`config.mk`:
```
export PLATFORM = sky130hd
export DESIGN_NAME = rot_operand_stage
export DESIGN_NICKNAME = d
export VERILOG_FILES = /design/src/rtl/rot_stage_pkg.sv /design/src/rtl/rot_op_fifo_ctrl.sv /design/src/rtl/rot_operand_stage.sv
export SDC_FILE = /design/constraint.sdc
export NUM_CORES = 1
export LEC_CHECK = 0
export ABC_AREA = 0
export ABC_CLOCK_PERIOD_IN_PS = 3100
export CAP_MARGIN = 20
export CORE_ASPECT_RATIO = 0.9
export CORE_MARGIN = 2
export CORE_UTILIZATION = 25
export DETAILED_ROUTE_END_ITERATION = 10
export SETUP_SLACK_MARGIN = 0.05
export SLEW_MARGIN = 20
export SYNTH_ARGS = -nofsm -noshare
export SYNTH_HDL_FRONTEND = slang
export SYNTH_SLANG_ARGS = --single-unit
```
`constraint.sdc`:
```
create_clock -name clk -period 3.1 [get_ports clk]
set_input_delay 0.62 -clock clk [delete_from_list [all_inputs] [get_ports clk]]
set_output_delay 0.62 -clock clk [all_outputs]
set_load 0.005 [all_outputs]
```
`src/rtl/rot_stage_pkg.sv`:
```
// -----------------------------------------------------------------------------
// rot_stage_pkg
// Shared types and constants for the operand staging buffer that sits in front
// of the 32-bit XOR-and-rotate datapath.
//   rot_op_t  : one rotate request {a, b, k, right}
//   ROT_OP_W  : packed width of rot_op_t (32 + 32 + 5 + 1)
//   ROT_K_W   : width of the rotate amount
// -----------------------------------------------------------------------------
package rot_stage_pkg;

    localparam int ROT_K_W  = 5;
    localparam int ROT_OP_W = 70;

    typedef struct packed {
        logic [31:0]        a;
        logic [31:0]        b;
        logic [ROT_K_W-1:0] k;
        logic               right;
    } rot_op_t;

endpackage

```
`src/rtl/rot_op_fifo_ctrl.sv`:
```
// -----------------------------------------------------------------------------
// rot_op_fifo_ctrl
// Pointer and occupancy control for the operand staging FIFO. Owns the read
// and write pointers, the entry count, in_ready and the FIFO-side valid.
// Ports:
//   clk, rst   : clock, asynchronous active-high reset
//   flush      : synchronous clear, wins over push and pop
//   wr_req     : producer wants to write an entry this cycle
//   rd_req     : consumer takes the head entry this cycle
//   in_ready   : an entry may be written (not full, not flushing)
//   fifo_valid : at least one entry is stored
//   wr_ptr     : slot written on a push
//   rd_ptr     : slot of the head entry
//   count      : number of stored entries, 0..DEPTH
// -----------------------------------------------------------------------------
module rot_op_fifo_ctrl #(
    parameter int DEPTH = 4,
    localparam int PTR_W = $clog2(DEPTH),
    localparam int CNT_W = PTR_W + 1
) (
    input  logic             clk,
    input  logic             rst,
    input  logic             flush,
    input  logic             wr_req,
    input  logic             rd_req,
    output logic             in_ready,
    output logic             fifo_valid,
    output logic [PTR_W-1:0] wr_ptr,
    output logic [PTR_W-1:0] rd_ptr,
    output logic [CNT_W-1:0] count
);

    localparam logic [CNT_W-1:0] FULL_COUNT = CNT_W'(DEPTH);

    logic push;
    logic pop;

    // in_ready depends only on registered count and flush, so a full FIFO
    // refuses a push even when a pop happens in the same cycle.
    assign in_ready   = (count != FULL_COUNT) && !flush;
    assign fifo_valid = (count != '0);
    assign push       = wr_req && in_ready;
    assign pop        = rd_req && fifo_valid;

    // Pointers wrap naturally because DEPTH is a power of two.
    always_ff @(posedge clk or posedge rst) begin
        if (rst) begin
            wr_ptr <= '0;
            rd_ptr <= '0;
            count  <= '0;
        end else if (flush) begin
            wr_ptr <= '0;
            rd_ptr <= '0;
            count  <= '0;
        end else begin
            if (push) begin
                wr_ptr <= wr_ptr + PTR_W'(1);
            end
            if (pop) begin
                rd_ptr <= rd_ptr + PTR_W'(1);
            end
            case ({push, pop})
                2'b10:   count <= count + CNT_W'(1);
                2'b01:   count <= count - CNT_W'(1);
                default: count <= count;
            endcase
        end
    end

endmodule

```
`src/rtl/rot_operand_stage.sv`:
```
// -----------------------------------------------------------------------------
// rot_operand_stage
// Operand staging buffer upstream of the XOR-and-rotate datapath. Accepts
// rotate requests over valid/ready, queues up to DEPTH of them in order and
// presents the oldest to the rotator.
// Build option: define ROT_OPERAND_STAGE_BYPASS_EN to let a request reach the
// outputs combinationally when the FIFO is empty (0-cycle latency).
// Ports:
//   clk, rst                        : clock, asynchronous active-high reset
//   flush                           : synchronous clear of all entries
//   in_valid/in_ready               : request handshake
//   in_a, in_b, in_k, in_right      : request fields
//   out_valid/out_ready             : head handshake toward the rotator
//   out_a, out_b, out_k, out_right  : head fields, zero when out_valid = 0
//   level                           : number of stored entries
// -----------------------------------------------------------------------------
module rot_operand_stage
    import rot_stage_pkg::*;
#(
    parameter int DEPTH = 4,
    localparam int PTR_W = $clog2(DEPTH),
    localparam int CNT_W = PTR_W + 1
) (
    input  logic               clk,
    input  logic               rst,
    input  logic               flush,
    input  logic               in_valid,
    output logic               in_ready,
    input  logic [31:0]        in_a,
    input  logic [31:0]        in_b,
    input  logic [ROT_K_W-1:0] in_k,
    input  logic               in_right,
    output logic               out_valid,
    input  logic               out_ready,
    output logic [31:0]        out_a,
    output logic [31:0]        out_b,
    output logic [ROT_K_W-1:0] out_k,
    output logic               out_right,
    output logic [CNT_W-1:0]   level
);

    localparam rot_op_t ROT_OP_ZERO = rot_op_t'({ROT_OP_W{1'b0}});

    rot_op_t          mem [DEPTH];
    rot_op_t          in_op;
    rot_op_t          head_op;
    rot_op_t          sel_op;
    rot_op_t          out_op;
    logic             fifo_valid;
    logic             wr_req;
    logic [PTR_W-1:0] wr_ptr;
    logic [PTR_W-1:0] rd_ptr;
    logic [CNT_W-1:0] count;

    assign in_op   = '{a: in_a, b: in_b, k: in_k, right: in_right};
    assign head_op = mem[rd_ptr];

`ifdef ROT_OPERAND_STAGE_BYPASS_EN
    logic bypass;

    // An empty FIFO forwards the incoming request straight through; if the
    // consumer takes it in the same cycle it is never written.
    assign bypass    = (count == '0) && in_valid && !flush;
    assign wr_req    = in_valid && !(bypass && out_ready);
    assign out_valid = fifo_valid || bypass;
    assign sel_op    = bypass ? in_op : head_op;
`else
    assign wr_req    = in_valid;
    assign out_valid = fifo_valid;
    assign sel_op    = head_op;
`endif

    rot_op_fifo_ctrl #(
        .DEPTH(DEPTH)
    ) u_ctrl (
        .clk       (clk),
        .rst       (rst),
        .flush     (flush),
        .wr_req    (wr_req),
        .rd_req    (out_ready),
        .in_ready  (in_ready),
        .fifo_valid(fifo_valid),
        .wr_ptr    (wr_ptr),
        .rd_ptr    (rd_ptr),
        .count     (count)
    );

    // Storage is deliberately not reset; count decides what is visible.
    always_ff @(posedge clk) begin
        if (wr_req && in_ready) begin
            mem[wr_ptr] <= in_op;
        end
    end

    assign out_op    = out_valid ? sel_op : ROT_OP_ZERO;
    assign out_a     = out_op.a;
    assign out_b     = out_op.b;
    assign out_k     = out_op.k;
    assign out_right = out_op.right;
    assign level     = count;

endmodule

```
==> qor.yml, run 1 <==
worstSetupStartpointType: "flop"
rsz0062_at_grt: "yes"
hold_class: "in2async"
cp_num_buf_inv: 5
post-place-ws_ns: 0.471
ys_warn_count: 0
min_period_ns: 3.01
die_h_um: 203
clkLatencyLatePin_ns: 0.57
combinationalPowerShare_pct: 32.6
drc: 0
netlist_area_um2: 11000
area_growth_pct: 34.3
grt_pass1_wl_um: 36600
min_period_over_period_pct: 97.1
yosys.area.top_type: "edfxtp_1"
p_switching_mw: 3.21
swShare_pct: 26.4
setup_slack_ns: 0.0894
synth_area_per_cell_um2: 22.2
ir_drop_mv: 0.421
regToRegSetupSlack_ns: 0.69
max-slew-margin-rel_pct: 79.8
p_int_mw: 8.93
slowest_delay_ns: 0.50
htreeDepth: 1
port_buffers: 149
ys_async_sr_fraction_pct: 2.44
crit_required_ns: 2.48
antenna_found_initial: 1
wl_per_cell_um: 18.5
cts_tree: "yes"
seqPwrFrac_pct: 37.7
clock_path_buffers: 3
io_pins: 150
end_kind: "primary output"
nNetsFinal: 777
path_class: "reg2out"
p_leak_nw: 4.97
die_w_um: 226
powerDensity_nw_per_um2: 818
rows: 73
firstDrtPassIters: 4
crit_family: "buffers and inverters"
synth_seq_cells: 287
cp_max_fo: 8
cap_violations: 0
ant_nets: 0
coreArea_um2: 43900
ff2ff_path_depth: 8
outcome: "finished, final reports clean"
syn_nets: 577
grt_overflow: 0
netlist_instances: 497
num_vias: 5443
hold_ws_ns: 0.300
synth-seq-area-share_pct: 77.7
synth_top_area_share_pct: 76.1
dieArea_um2: 45900
via_per_inst: 4.12
grt_max_degree: 41
final_util_pct: 33.8
wl_um: 24400
rr_endpoint: "u_ctrl.count[2]"
synth_area_leaders: "edfxtp_1, mux4_2, and2_1"
drt_iter0_markers: 298
finalClockSkew_ns: 0.0183
cts_root_buf: "clkbuf_16"
final_common_cell: "edfxtp_1"
cpMostUsedCell: "buf_12"
drive_gt1_share_pct: 26.4
crit_arrival_ns: 2.39
grt.total_usage_pct: 10.8
initial_core_util_pct: 25.2
synth_cell_type_count: 32
final_cell_mix: "edfxtp_1, clkdlybuf4s50_1, mux4_2"
clk_pin_slew_worst_paths_ns: 0.06
clock-sinks: 287
synth-edff-count: 280
cts_hold_buf: 0
max_freq_mhz: 332
gp_congestion: 0.636
grt_pass1_vias: 5841
cp_slowest_cell: "dfrtp_4"
worst-path-stages: 7
critical_path.cell_chain: "buf_6, buf_12, buf_16, buf_12, mux4_2, and2_1, dlygate4sd2_1"
numCtsBuffers: 30
clockPowerShare_pct: 29.7
synthFlopType: "edfxtp_1"
drv_slew: 0
hold_viol: 0
tightest_slew_ns: 0.303
timing.rr.start: "u_ctrl.count[1]"
diodes: 0
setup_viol: 0
dp_hpwl_um: 13300
[per-stage QoR]
stage          instance area (um^2)  TNS (ns)  std cells  power (mW)
2_1_floorplan                 11100         0        497        6.38
3_3_place_gp                  13500         0       1237        8.16
3_5_place_dp                  13500         0       1237        8.17
4_1_cts                       14800   -0.0405       1315        12.2
5_1_grt                       14800         0       1320        12.8
6_report                      14800         0       1320        12.1
[logic make-up (layout without fill, tap and decap cells)]
logic type / after synthesis / after routing / synth area share [%]
flops: 287 / 287 / 77.7
fa+ha+maj: 5 / 5 / 0.634
xor+xnor: 3 / 3 / 0.306
simple gates: 93 / 93 / 5.10
mux: 73 / 73 / 14.6
buf+inv: 28 / 251 / 1.26
compound gates: 8 / 8 / 0.464
[state kept, by name (all words and copies together), names as in the netlist]
name and count:
u_ctrl.count 3, u_ctrl.rd_ptr 2, mem 280, u_ctrl.wr_ptr 2
[power groups by stage]
stage | clock network (mW) | registers, mW | logic, mW
3_5_place_dp | 0 | 4.68 | 3.49
6_report | 3.60 | 4.58 | 3.96
4_1_cts | 3.70 | 4.58 | 3.96
5_1_grt | 3.86 | 4.60 | 4.31
2_1_floorplan | 0 | 4.63 | 1.75
3_3_place_gp | 0 | 4.67 | 3.49
[worst max path at each step]
stage                           startpoint        end  slack [ns]
final                     u_ctrl.rd_ptr[0]  out_b[14]        0.09
after global routing      u_ctrl.rd_ptr[0]  out_b[14]       0.009
after CTS                 u_ctrl.rd_ptr[0]  out_b[31]       -0.03
after detailed placement  u_ctrl.rd_ptr[0]   out_k[2]        0.47
after global placement    u_ctrl.rd_ptr[0]   out_b[4]        0.49
after floorplan                      flush  mem[0][0]        0.66
[cell usage after synthesis (all sizes together) (2+ instances only)]
master  count
a21oi       2
and2       75
buf        10
clkbuf     15
dfrtp       7
edfxtp    280
ha          4
inv         3
mux2        2
mux4       70
nand2       4
nand2b      2
nand3       2
nor2        6
o21ai       2
xor2        3
[repair_timing]
item / in CTS / in global routing
endpoints found under the setup margin: 70 / 21
gates resized for setup: 94 / 27
cloned: 5 / 0
pin swaps: 4 / 3
setup buffers: 18 / 6
[cell type report]
type	count	area, um^2
clock buffers	37	798
clock inverters	18	189
fillers	4193	29100
inverters	3	11.3
multi-input cells	182	2380
flip-flops and latches	287	8590
well taps	600	751
repair buffers	193	2120
[metal layers]
layer  vias to the layer above  global-route usage, %  share of wire [%]  routed length [um]
met5                         -                      0              0.053                  13
met4                         2                   2.72                2.3                 552
met3                        33                   2.49                4.5                1100
met2                       128                   17.6                 48               11700
met1                      2860                   14.5                 45               11100
li1                       2420                      -                  -                   -
No activity file was read; power rests on OpenSTA's default activity.
==> inputs of run 2 (changes only) <==
--- a/config.mk
+++ b/config.mk
@@ -9,10 +9,9 @@
 export ABC_CLOCK_PERIOD_IN_PS = 3100
 export CAP_MARGIN = 20
 export CORE_ASPECT_RATIO = 0.9
-export CORE_MARGIN = 2
 export CORE_UTILIZATION = 25
 export DETAILED_ROUTE_END_ITERATION = 10
-export SETUP_SLACK_MARGIN = 0.05
+export SETUP_SLACK_MARGIN = 0.2
 export SLEW_MARGIN = 20
 export SYNTH_ARGS = -nofsm -noshare
 export SYNTH_HDL_FRONTEND = slang
==> qor.yml, run 2 (synthesis results as in run 1) <==
io_pins: 150  # unchanged
final_common_cell: "edfxtp_1"  # unchanged
min_period_ns: 2.92  # was 3.01 ns
nNetsFinal: 775  # was 777
max-slew-margin-rel_pct: 79.2  # was 79.8%
ant_nets: 0  # unchanged
numCtsBuffers: 31  # was 30
rsz0062_at_grt: "yes"  # unchanged
swShare_pct: 27.0  # was 26.4%
cts_hold_buf: 0  # unchanged
cp-startpoint: "u_ctrl.rd_ptr[0]"  # unchanged
largest_register_ffs: 280  # unchanged
setup_viol: 0  # unchanged
fin_cells: 1271  # was 1320
worstSetupStartpointType: "flop"  # unchanged
timing.rr.start: "u_ctrl.count[1]"  # unchanged
gp_congestion: 0.641  # was 0.636
finalClockSkew_ns: 0.0241  # was 0.0183 ns
wl_um: 25200  # was 24400 um
initial_core_util_pct: 25.6  # was 25.2%
cts_tree: "yes"  # unchanged
largest_register: "mem"  # unchanged
grt_max_degree: 40  # was 41
die_w_um: 224  # was 226 um
p_leak_nw: 4.91  # was 4.97 nW
max_freq_mhz: 343  # was 332 MHz
p_switching_mw: 3.35  # was 3.21 mW
dp_hpwl_um: 13300  # about the same
firstDrtPassIters: 4  # unchanged
die_h_um: 201  # was 203 um
num_vias: 5472  # was 5443
seqPwrFrac_pct: 37.0  # was 37.7%
grt_pass1_vias: 5906  # was 5841
wl_per_cell_um: 19.8  # was 18.5 um
grt_overflow: 0  # unchanged
port_buffers: 149  # unchanged
antenna_found_initial: 1  # unchanged
clock_path_buffers: 3  # unchanged
grt.total_usage_pct: 11.1  # was 10.8%
end_kind: "primary output"  # unchanged
fillerInstances: 4087  # was 4193
final_util_pct: 34.1  # was 33.8%
powerDensity_nw_per_um2: 841  # was 818 nW/um^2
grt_pass1_wl_um: 37300  # was 36600 um
placed_cell_area_um2: 13400  # was 13500 um^2
via_per_inst: 4.31  # was 4.12
combinationalPowerShare_pct: 35.1  # was 32.6%
htreeDepth: 1  # unchanged
final_cell_area_um2: 14700  # was 14800 um^2
dieArea_um2: 45000  # was 45900 um^2
clkLatencyLatePin_ns: 0.57  # about the same
drt_iter0_markers: 380  # was 298
final_cell_mix: "edfxtp_1, clkdlybuf4s50_1, mux4_2"  # unchanged
cts_root_buf: "clkbuf_16"  # unchanged
crit_required_ns: 2.48  # about the same
p_int_mw: 9.03  # was 8.93 mW
outcome: "finished, final reports clean"  # unchanged
cap_violations: 0  # unchanged
coreArea_um2: 43200  # was 43900 um^2
clock-sinks: 287  # unchanged
hold_class: "in2async"  # unchanged
dp_cells: 1191  # was 1237
hold_ws_ns: 0.324  # was 0.300 ns
diodes: 0  # unchanged
post-place-ws_ns: 0.483  # was 0.471 ns
biggestRegsByFlops: "mem x280, u_ctrl.count x3"  # unchanged
drc: 0  # unchanged
drv_slew: 0  # unchanged
path_class: "reg2out"  # unchanged
area_growth_pct: 33.3  # was 34.3%
ff2ff_path_depth: 8  # unchanged
clk_pin_slew_worst_paths_ns: 0.06  # about the same
clockPowerShare_pct: 27.9  # was 29.7%
cp_max_fo: 5  # was 8
fin_total_pwr_mw: 12.4  # was 12.1 mW
ir_drop_mv: 0.435  # was 0.421 mV
tightest_slew_ns: 0.312  # was 0.303 ns
rows: 72  # was 73
tns_ns: 0  # unchanged
min_period_over_period_pct: 94.2  # was 97.1%
setup_slack_ns: 0.181  # was 0.0894 ns
crit_arrival_ns: 2.30  # was 2.39 ns
hold_viol: 0  # unchanged
drive_gt1_share_pct: 39.8  # was 26.4%
run 2: changes by cell type in the layout (fill, tap and decap cells not counted), moves of 3 or more:
cell / before / now
buf_4: 14 / 4
and2_4: 20 / 54
clkinvlp_4: 0 / 3
dlygate4sd2_1: 56 / 0
buf_16: 7 / 13
buf_6: 5 / 14
clkbuf_2: 4 / 12
and2_1: 55 / 21
buf_2: 0 / 50
clkdlybuf4s15_1: 9 / 0
run 2: repair_timing:
action,4_1_cts,5_1_grt
resized for setup,322,32
buffers inserted,14,1
cloned,11,0
endpoints found under the setup margin,71,27
pin swaps,0,2
run 2: layout make-up:
cell class,instances,area (um^2),area share (%)
clock buffers,36,795,5.40
clock inverters,18,151,1.03
inverters,3,11.3,0.0765
multi-input cells,182,2470,16.8
flip-flops and latches,287,8590,58.3
well taps,555,694,4.72
repair buffers,190,2010,13.7
run 2: path summary, 6_finish.rpt:
kind / end / slack (ns)
setup / recovery: out_k[4] / 0.18
hold / removal: u_ctrl.rd_ptr[0] / 0.32
setup reg to reg: u_ctrl.count[2] / 0.55
hold reg to reg: u_ctrl.wr_ptr[0] / 0.61
max in group asynchronous: u_ctrl.rd_ptr[1] / 2.51
min in group clk: u_ctrl.wr_ptr[0] / 0.61
run 2: power by group through the flow:
stage          registers [mW]  logic [mW]  clock network [mW]
2_1_floorplan            4.63        1.75                   0
3_3_place_gp             4.66        3.46                   0
6_report                 4.58        4.34                3.46
5_1_grt                  4.61        4.64                3.69
3_5_place_dp             4.67        3.47                   0
4_1_cts                  4.59        4.42                3.57
run 2: critical path, stage by stage, from the launching register on:
cell	delay [ns]
dfrtp_4	0.50
buf_6	0.13
buf_12	0.13
buf_16	0.14
buf_12	0.15
mux4_2	0.42
and2_4	0.17
buf_6	0.10
run 2: layer usage:
metal | vias to the layer above | part of all wire (%) | global-route usage (%)
met1 | 2878 | 45 | 14.9
met4 | 2 | 2.1 | 2.54
met5 | - | 0.052 | 0
met3 | 42 | 5.0 | 2.67
li1 | 2404 | - | -
met2 | 146 | 47 | 18.2
==> inputs of run 3 (changes only) <==
--- a/config.mk
+++ b/config.mk
@@ -8,7 +8,6 @@
 export ABC_AREA = 0
 export ABC_CLOCK_PERIOD_IN_PS = 3100
 export CAP_MARGIN = 20
-export CORE_ASPECT_RATIO = 0.9
 export CORE_UTILIZATION = 25
 export DETAILED_ROUTE_END_ITERATION = 10
 export SETUP_SLACK_MARGIN = 0.2
@@ -16,3 +15,4 @@
 export SYNTH_ARGS = -nofsm -noshare
 export SYNTH_HDL_FRONTEND = slang
 export SYNTH_SLANG_ARGS = --single-unit
+export TNS_END_PERCENT = 20
==> qor.yml, run 3 (synthesis results as in run 1) <==
initial_core_util_pct: 25.5  # was 25.6%
seqPwrFrac_pct: 39.9  # was 37.0%
hold_viol: 0  # unchanged
clk_pin_slew_worst_paths_ns: 0.06  # about the same
final_cell_area_um2: 14600  # was 14700 um^2
clock-sinks: 287  # unchanged
min_period_over_period_pct: 97.2  # was 94.2%
post-place-ws_ns: 0.393  # was 0.483 ns
htreeDepth: 1  # unchanged
grt.total_usage_pct: 9.97  # was 11.1%
num_vias: 5338  # was 5472
outcome: "finished, final reports clean"  # unchanged
clkLatencyLatePin_ns: 0.56  # was 0.57 ns
p_switching_mw: 2.96  # was 3.35 mW
largest_register: "mem"  # unchanged
hold_class: "in2async"  # unchanged
max_freq_mhz: 332  # was 343 MHz
crit_required_ns: 2.48  # about the same
firstDrtPassIters: 4  # unchanged
fin_total_pwr_mw: 11.5  # was 12.4 mW
p_int_mw: 8.57  # was 9.03 mW
placed_cell_area_um2: 13500  # was 13400 um^2
crit_arrival_ns: 2.39  # was 2.30 ns
ant_nets: 0  # unchanged
numCtsBuffers: 31  # unchanged
tightest_slew_ns: 0.321  # was 0.312 ns
setup_viol: 0  # unchanged
p_leak_nw: 5.09  # was 4.91 nW
cts_root_buf: "clkbuf_16"  # unchanged
max-slew-margin-rel_pct: 78.6  # was 79.2%
io_pins: 150  # unchanged
grt_pass1_wl_um: 33600  # was 37300 um
grt_max_degree: 47  # was 40
cp_max_fo: 7  # was 5
die_w_um: 212  # was 224 um
largest_register_ffs: 280  # unchanged
min_period_ns: 3.01  # was 2.92 ns
swShare_pct: 25.7  # was 27.0%
grt_overflow: 0  # unchanged
final_common_cell: "edfxtp_1"  # unchanged
finalClockSkew_ns: 0.0128  # was 0.0241 ns
antenna_found_initial: 2  # was 1
clockPowerShare_pct: 29.3  # was 27.9%
cts_tree: "yes"  # unchanged
ff2ff_path_depth: 8  # unchanged
rsz0062_at_grt: "yes"  # unchanged
biggestRegsByFlops: "mem x280, u_ctrl.count x3"  # unchanged
wl_um: 23100  # was 25200 um
worstSetupStartpointType: "flop"  # unchanged
dp_hpwl_um: 13800  # was 13300 um
die_h_um: 212  # was 201 um
combinationalPowerShare_pct: 30.8  # was 35.1%
via_per_inst: 4.12  # was 4.31
clock_path_buffers: 3  # unchanged
grt_pass1_vias: 5632  # was 5906
wl_per_cell_um: 17.8  # was 19.8 um
drc: 0  # unchanged
gp_congestion: 0.652  # was 0.641
final_cell_mix: "edfxtp_1, clkdlybuf4s50_1, mux4_2"  # unchanged
drt_iter0_markers: 179  # was 380
powerDensity_nw_per_um2: 788  # was 841 nW/um^2
setup_slack_ns: 0.0860  # was 0.181 ns
port_buffers: 149  # unchanged
nNetsFinal: 768  # was 775
rows: 76  # was 72
area_growth_pct: 32.4  # was 33.3%
ir_drop_mv: 0.535  # was 0.435 mV
drv_slew: 0  # unchanged
end_kind: "primary output"  # unchanged
coreArea_um2: 43400  # was 43200 um^2
path_class: "reg2out"  # unchanged
dieArea_um2: 45000  # about the same
cap_violations: 0  # unchanged
drive_gt1_share_pct: 25.8  # was 39.8%
-- run 3: routing by layer --
metal | vias up | share of wire, % | GRT usage [%]
met4 | 2 | 2.1 | 2.43
met5 | - | 0.056 | 0
met2 | 119 | 49 | 17.1
met1 | 2783 | 43 | 12.1
met3 | 38 | 6.1 | 3.18
li1 | 2396 | - | -
-- run 3: repair_timing --
| item | in CTS | in global routing |
|---|---|---|
| buffers inserted | 2 | 11 |
| pin swaps | 0 | 0 |
| gates cloned | 0 | 2 |
| setup endpoints to repair | 71 | 67 |
| resized for setup | 80 | 60 |
| hold buffers | 0 | 0 |
-- run 3: area by class of cell --
class | count | area [um^2]
diodes | 1 | 2.50
clock buffers | 40 | 810
clock inverters | 14 | 115
fillers | 4156 | 28700
inverters | 3 | 11.3
multi-input cells | 182 | 2370
flip-flops and latches | 287 | 8590
well taps | 585 | 732
repair buffers | 183 | 2000
-- run 3: final timing paths --
check / startpoint / slack [ns] / endpoint
worst max-delay path: u_ctrl.rd_ptr[0] / 0.09 / out_b[24]
worst min-delay path: rst / 0.32 / u_ctrl.count[2]
worst max register to register: u_ctrl.count[1] / 0.80 / u_ctrl.count[2]
worst min register to register: u_ctrl.wr_ptr[0] / 0.61 / u_ctrl.wr_ptr[0]
max in group asynchronous: rst / 2.50 / u_ctrl.rd_ptr[0]
min in group clk: u_ctrl.wr_ptr[0] / 0.61 / u_ctrl.wr_ptr[0]
-- run 3: power groups by stage --
stage | logic, mW | clock network (mW) | registers, mW
final | 3.55 | 3.38 | 4.60
after global routing | 3.88 | 3.63 | 4.62
after CTS | 3.46 | 3.49 | 4.60
after detailed placement | 3.46 | 0 | 4.70
after global placement | 3.47 | 0 | 4.69
after floorplan | 1.75 | 0 | 4.64
-- run 3: critical path, cell delays in order, from the launching register on --
cell	delay, ns
dfrtp_4	0.53
buf_6	0.19
mux4_2	0.51
and2_1	0.17
clkdlybuf4s50_1	0.44
-- run 3: per-stage QoR --
step	std cells	utilization, %	hold WS [ns]	TNS, ns
floorplan	497	-	0.423	-19.31
global placement	1225	31.1	0.583	0
detailed placement	1225	31.1	0.594	0
CTS	1281	33.3	0.287	-0.813
global route	1294	33.7	0.313	-0.129
finish	1295	33.7	0.319	0
